`src/rtl/fetch_pc_ctrl_if.sv`:
```
// Fetch-stage bus between the PC controller and its neighbours: redirect/stall
// controls in, instruction-memory address/read and fetch tags out.
interface fetch_pc_ctrl_if #(
  parameter int unsigned ADDR_W = 8
);
  logic              stall;
  logic              br_taken;
  logic [ADDR_W-1:0] br_target;
  logic              call_en;
  logic              ret_en;
  logic              halt;
  logic              resume;
  logic [ADDR_W-1:0] Address;
  logic              instRead;
  logic [ADDR_W-1:0] fetch_pc;
  logic              fetch_valid;
  logic              pc_wrap;
  logic              ras_err;

  modport master (
    output stall, br_taken, br_target, call_en, ret_en, halt, resume,
    input  Address, instRead, fetch_pc, fetch_valid, pc_wrap, ras_err
  );

  modport slave (
    input  stall, br_taken, br_target, call_en, ret_en, halt, resume,
    output Address, instRead, fetch_pc, fetch_valid, pc_wrap, ras_err
  );
endinterface

```
`src/rtl/fetch_pc_ctrl.sv`:
```
// PC / fetch control ahead of the instruction memory, tagging each fetched word.
// Optional return-address stack enabled by defining FETCH_RAS_EN.
module fetch_pc_ctrl #(
  parameter int unsigned          ADDR_W    = 8,
  parameter logic [ADDR_W-1:0]    RESET_PC  = '0,
  parameter int unsigned          RAS_DEPTH = 4
) (
  input  logic            clk,
  input  logic            Reset,
  fetch_pc_ctrl_if.slave  bus
);

  typedef enum logic [1:0] {IDLE, RUN, HALT} state_e;

  state_e            state_q, state_d;
  logic [ADDR_W-1:0] pc_q, pc_d;
  logic [ADDR_W-1:0] pc_inc;
  logic [ADDR_W-1:0] fetch_pc_q, fetch_pc_d;
  logic              fetch_valid_q, fetch_valid_d;
  logic              pc_wrap_q, pc_wrap_d;
  logic              redirect_br;

  assign pc_inc = pc_q + ADDR_W'(1);

`ifdef FETCH_RAS_EN
  localparam int unsigned PTR_W = (RAS_DEPTH > 1) ? $clog2(RAS_DEPTH) : 1;
  localparam int unsigned CNT_W = $clog2(RAS_DEPTH + 1);

  logic [ADDR_W-1:0] ras_q [RAS_DEPTH];
  logic [PTR_W-1:0]  ras_sp_q, ras_sp_inc, ras_sp_dec;
  logic [CNT_W-1:0]  ras_cnt_q;
  logic              ras_empty;
  logic              ras_push, ras_pop;
  logic              ras_err_q, ras_err_d;

  // sp points at the next free slot; full pushes wrap and overwrite the oldest.
  assign ras_sp_inc = (ras_sp_q == PTR_W'(RAS_DEPTH - 1)) ? '0 : ras_sp_q + PTR_W'(1);
  assign ras_sp_dec = (ras_sp_q == '0) ? PTR_W'(RAS_DEPTH - 1) : ras_sp_q - PTR_W'(1);
  assign ras_empty  = (ras_cnt_q == '0);
  assign redirect_br = bus.br_taken;
`else
  assign redirect_br = bus.br_taken | bus.call_en;
`endif

  always_comb begin
    state_d       = state_q;
    pc_d          = pc_q;
    fetch_pc_d    = fetch_pc_q;
    fetch_valid_d = fetch_valid_q;
    pc_wrap_d     = pc_wrap_q;
`ifdef FETCH_RAS_EN
    ras_push      = 1'b0;
    ras_pop       = 1'b0;
    ras_err_d     = ras_err_q;
`endif
    unique case (state_q)
      IDLE: begin
        state_d       = RUN;
        fetch_valid_d = 1'b0;
      end
      RUN: begin
        if (redirect_br) begin
          pc_d          = bus.br_target;
          fetch_valid_d = 1'b0;
`ifdef FETCH_RAS_EN
        end else if (bus.ret_en) begin
          ras_pop       = 1'b1;
          fetch_valid_d = 1'b0;
          if (ras_empty) begin
            pc_d      = RESET_PC;
            ras_err_d = 1'b1;
          end else begin
            pc_d = ras_q[ras_sp_dec];
          end
        end else if (bus.call_en) begin
          ras_push      = 1'b1;
          pc_d          = bus.br_target;
          fetch_valid_d = 1'b0;
`endif
        end else if (bus.halt) begin
          state_d       = HALT;
          fetch_valid_d = 1'b0;
        end else if (!bus.stall) begin
          fetch_pc_d    = pc_q;
          fetch_valid_d = 1'b1;
          pc_d          = pc_inc;
          if (pc_q == '1) pc_wrap_d = 1'b1;
        end
      end
      HALT: begin
        if (bus.br_taken) begin
          pc_d    = bus.br_target;
          state_d = RUN;
        end else if (bus.resume) begin
          state_d = RUN;
        end
      end
      default: state_d = IDLE;
    endcase
  end

  always_ff @(posedge clk) begin
    if (Reset) begin
      state_q       <= IDLE;
      pc_q          <= RESET_PC;
      fetch_pc_q    <= '0;
      fetch_valid_q <= 1'b0;
      pc_wrap_q     <= 1'b0;
    end else begin
      state_q       <= state_d;
      pc_q          <= pc_d;
      fetch_pc_q    <= fetch_pc_d;
      fetch_valid_q <= fetch_valid_d;
      pc_wrap_q     <= pc_wrap_d;
    end
  end

`ifdef FETCH_RAS_EN
  always_ff @(posedge clk) begin
    if (Reset) begin
      ras_sp_q  <= '0;
      ras_cnt_q <= '0;
      ras_err_q <= 1'b0;
    end else begin
      ras_err_q <= ras_err_d;
      if (ras_push) begin
        ras_sp_q <= ras_sp_inc;
        if (ras_cnt_q != CNT_W'(RAS_DEPTH)) ras_cnt_q <= ras_cnt_q + CNT_W'(1);
      end else if (ras_pop && !ras_empty) begin
        ras_sp_q  <= ras_sp_dec;
        ras_cnt_q <= ras_cnt_q - CNT_W'(1);
      end
    end
  end

  // Entries need no reset: the occupancy count alone defines what is live.
  always_ff @(posedge clk) begin
    if (!Reset && ras_push) ras_q[ras_sp_q] <= pc_inc;
  end

  assign bus.ras_err = ras_err_q;
`else
  assign bus.ras_err = 1'b0;
`endif

  assign bus.Address     = pc_q;
  assign bus.instRead    = !Reset && (state_q == RUN) && !bus.stall;
  assign bus.fetch_pc    = fetch_pc_q;
  assign bus.fetch_valid = fetch_valid_q;
  assign bus.pc_wrap     = pc_wrap_q;

endmodule

```
`src/flat_wrapper.sv`:
```
// flat-port wrapper written by rule: the top's interface ports become plain ports
module fetch_pc_ctrl_flat 
#(
  parameter int unsigned          ADDR_W    = 8,
  parameter logic [ADDR_W-1:0]    RESET_PC  = '0,
  parameter int unsigned          RAS_DEPTH = 4
)
  (clk, Reset, bus_stall, bus_br_taken, bus_br_target, bus_call_en, bus_ret_en, bus_halt, bus_resume, bus_Address, bus_instRead, bus_fetch_pc, bus_fetch_valid, bus_pc_wrap, bus_ras_err);
  fetch_pc_ctrl_if #(.ADDR_W(ADDR_W)) bus_i ();
  input  logic clk;
  input  logic Reset;
  input wire logic [$bits(bus_i.stall)-1:0] bus_stall;
  input wire logic [$bits(bus_i.br_taken)-1:0] bus_br_taken;
  input wire logic [$bits(bus_i.br_target)-1:0] bus_br_target;
  input wire logic [$bits(bus_i.call_en)-1:0] bus_call_en;
  input wire logic [$bits(bus_i.ret_en)-1:0] bus_ret_en;
  input wire logic [$bits(bus_i.halt)-1:0] bus_halt;
  input wire logic [$bits(bus_i.resume)-1:0] bus_resume;
  output wire logic [$bits(bus_i.Address)-1:0] bus_Address;
  output wire logic [$bits(bus_i.instRead)-1:0] bus_instRead;
  output wire logic [$bits(bus_i.fetch_pc)-1:0] bus_fetch_pc;
  output wire logic [$bits(bus_i.fetch_valid)-1:0] bus_fetch_valid;
  output wire logic [$bits(bus_i.pc_wrap)-1:0] bus_pc_wrap;
  output wire logic [$bits(bus_i.ras_err)-1:0] bus_ras_err;
  assign bus_i.stall = bus_stall;
  assign bus_i.br_taken = bus_br_taken;
  assign bus_i.br_target = bus_br_target;
  assign bus_i.call_en = bus_call_en;
  assign bus_i.ret_en = bus_ret_en;
  assign bus_i.halt = bus_halt;
  assign bus_i.resume = bus_resume;
  assign bus_Address = bus_i.Address;
  assign bus_instRead = bus_i.instRead;
  assign bus_fetch_pc = bus_i.fetch_pc;
  assign bus_fetch_valid = bus_i.fetch_valid;
  assign bus_pc_wrap = bus_i.pc_wrap;
  assign bus_ras_err = bus_i.ras_err;
  fetch_pc_ctrl #(.ADDR_W(ADDR_W), .RESET_PC(RESET_PC), .RAS_DEPTH(RAS_DEPTH)) u_core (.clk(clk), .Reset(Reset), .bus(bus_i));
endmodule
```
`config.mk`:
```
export PLATFORM = sky130hd
export DESIGN_NAME = fetch_pc_ctrl_flat
export DESIGN_NICKNAME = d
export VERILOG_FILES = /design/src/rtl/fetch_pc_ctrl_if.sv /design/src/rtl/fetch_pc_ctrl.sv /design/src/flat_wrapper.sv
export SDC_FILE = /design/constraint.sdc
export NUM_CORES = 1
export LEC_CHECK = 0
export CAP_MARGIN = 20
export CORE_UTILIZATION = 35
export DETAILED_ROUTE_END_ITERATION = 8
export GPL_ROUTABILITY_DRIVEN = 0
export PLACE_DENSITY_LB_ADDON = 0.12
export SLEW_MARGIN = 20
export SYNTH_ARGS = -nofsm -noshare
export SYNTH_HDL_FRONTEND = slang
export SYNTH_SLANG_ARGS = --single-unit
```
`constraint.sdc`:
```
create_clock -name clk -period 2.2 [get_ports clk]
set_clock_uncertainty 0.05 [all_clocks]
set_input_delay 0.44 -clock clk [delete_from_list [all_inputs] [get_ports clk]]
set_output_delay 0.44 -clock clk [all_outputs]
set_load 0.02 [all_outputs]
```
==> impl_metrics.ini <==
[status]
status = complete, but fails checks
violations = DRC

[floorplanning]
die_h_um = 57.71
die-area_um2 = 3330
start_util = 0.3807
rows = 19
core-area_um2 = 2853
ios = 36
die_w_um = 57.71

[timing]
max_freq_mhz = 488.2
fin_crit_ps = 2048
setup_tns_ps = 0
maxSlewViolCount = 0
rsz0062_at_grt = false
final.setup.worst_slack_ps = 151.9
hold_viol = 0
setup_viol = 0
hold_ws_ps = 409.3
final.period_utilization = 0.9310

[yosys]
postSynthAreaPerCell_um2 = 8.290
yosys_register_bits = 20
syn_area_um2 = 1086
async_flop_share = 0
synth_cell_type_count = 35
netlist_instances = 131
synth_edf_count = 0
yosysWarnings = 0
synth_fp_nets = 153
yosys_most_used_dff = dfxtp_1
ys_seq_area_frac = 0.3687

[global_routing]
grt_pass1_wl_um = 4284
grt.total_usage = 0.1621
grt_max_degree = 23
grt_pass1_vias = 1037
grt_overflow = 0
grt_antenna_before_repair = 0

[route]
postRouteAntennaNets = 0
drt-total-wl_um = 2604
drc = 2
vias = 1083
vias_per_cell = 5.361
drtIter0Drc = 23
drtPass1Iterations = 6
post_drt_wl_per_cell_um = 12.89

[clock_tree]
htree_levels = 1
cts_tree = built
cts_setup_buffers = 0
clkTransAtPathRegs_ps = 120
clock_latency_ps = 300
clock_path_buffers = 2
clkSinkCount = 20
cts_made_buffers = 3
clockRootBuffer = clkbuf_4

[layout]
n_antenna_cell = 0
finalNonFillerCells = 202
final_cell_mix = clkdlybuf4s50_1 (32), dfxtp_1 (20), nor2_1 (15)
finish.net_count = 194
final_common_cell = clkdlybuf4s50_1
fin_area_um2 = 1549
fin_util = 0.5430
areaGrowthSynthToFinish_pct = 42.63
drive_gt1_frac = 0.09357

[job]
maxCapViolCount = 0

[placement]
dp.cells = 198
port_buffers = 33
place_area_um2 = 1496
dp_hpwl_um = 2021
pre_cts_ws_ps = 17.63

[setup_path]
crit_arrival_ps = 1560
cpPeakStageDelay_ps = 360
end_kind = primary output
required_ps = 1710
path_buf_inv = 3
crit_type = reg2out
path_cells = inv_1, ha_1, inv_1, nor3_1, clkdlybuf4s15_1
crit_family = buffers and inverters
crit_slowest_cell = dfxtp_1
crit_fanout = 4
cpMostUsedCell = inv_1
cp-start-kind = register

[power_and_ir_drop]
leakage_nw = 0.6405
irDropWorstVdd_uv = 375.6
p_per_area_nw_per_um2 = 762.0
power.total_mw = 1.180

[hold_path]
hold_path_class = reg2reg
-- cell families after synthesis --
kind of cell             after synthesis  share of synthesized area
other                                  1                   0.003453
adder cells (fa/ha/maj)                6                    0.06912
AND/OR/NAND/NOR                       52                     0.2419
buffers and inverters                 11                    0.04492
multiplexers                           8                    0.07374
flip-flops                            20                     0.3687
AO/OA/AOI/OAI                         33                     0.1982
-- where the power goes --
part | switching [mW] | total [mW] | internal [mW] | leakage (nW)
clock network | 0.116 | 0.300 | 0.184 | 0.0279
registers | 0.0637 | 0.466 | 0.402 | 0.162
logic | 0.214 | 0.414 | 0.200 | 0.450
-- routing by layer --
layer | vias to the layer above | global-route usage | routed length [um]
met5 | - | 0 | 0
met4 | 0 | 0.04082 | 12
met3 | 2 | 0.03795 | 116
met2 | 22 | 0.3040 | 1310
met1 | 516 | 0.1845 | 1164
li1 | 543 | - | -
-- cell usage after synthesis, types with 2 or more instances --
library cell / instances / area share
clkbuf_1: 3 / 0.010
a21oi_1: 11 / 0.051
nand3_1: 2 / 0.0092
o21ai_1: 6 / 0.028
nor3_1: 4 / 0.018
buf_2: 3 / 0.014
nand2b_1: 3 / 0.017
inv_1: 4 / 0.014
and3_1: 2 / 0.012
ha_1: 6 / 0.069
dfxtp_1: 20 / 0.37
nor2_1: 15 / 0.052
mux2i_1: 8 / 0.074
nand2_1: 11 / 0.038
a31oi_1: 2 / 0.012
a21o_1: 5 / 0.035
nor2b_1: 2 / 0.012
or3_1: 5 / 0.029
nand3b_1: 3 / 0.021
-- flip-flops by register name, indices dropped and copies added (netlist names) --
signal and cells:
u_core.state_q 2, u_core.bus.Address 8, u_core.bus.fetch_pc 8, u_core.bus.fetch_valid 1, u_core.bus.pc_wrap 1
-- path summary, 6_finish.rpt --
check / from / slack (ps) / endpoint / cells after the start
setup / recovery: u_core.state_q[1]$_SDFFE_PP0P_ / 150 / bus_instRead / 5
hold / removal: u_core.bus.pc_wrap$_SDFFE_PP0P_ / 410 / u_core.bus.pc_wrap$_SDFFE_PP0P_ / 2
setup reg to reg: u_core.state_q[0]$_SDFFE_PP0P_ / 230 / u_core.bus.Address[6]$_SDFFE_PP0P_ / 6
hold reg to reg: u_core.bus.pc_wrap$_SDFFE_PP0P_ / 410 / u_core.bus.pc_wrap$_SDFFE_PP0P_ / 2
-- cell type report --
type,instances,area [um^2]
fillers,291,1304
multi-input cells,100,636.9
repair buffers,43,405.4
flip-flops and latches,20,400.4
well taps,31,38.79
clock inverters,1,30.03
clock buffers,3,22.52
inverters,4,15.01
-- repair_timing --
action                     CTS  global route
setup endpoints to repair    1             1
hold buffers                 0             0
gates resized for setup      1             1
-- worst reg2reg max path, stage by stage (launching register included) --
cell and delay [ps]:
dfxtp_1 420, inv_1 90, ha_1 250, or3_1 410, buf_4 180, o31a_1 270
o32ai_1 220
(Power assumes the default switching activity.)
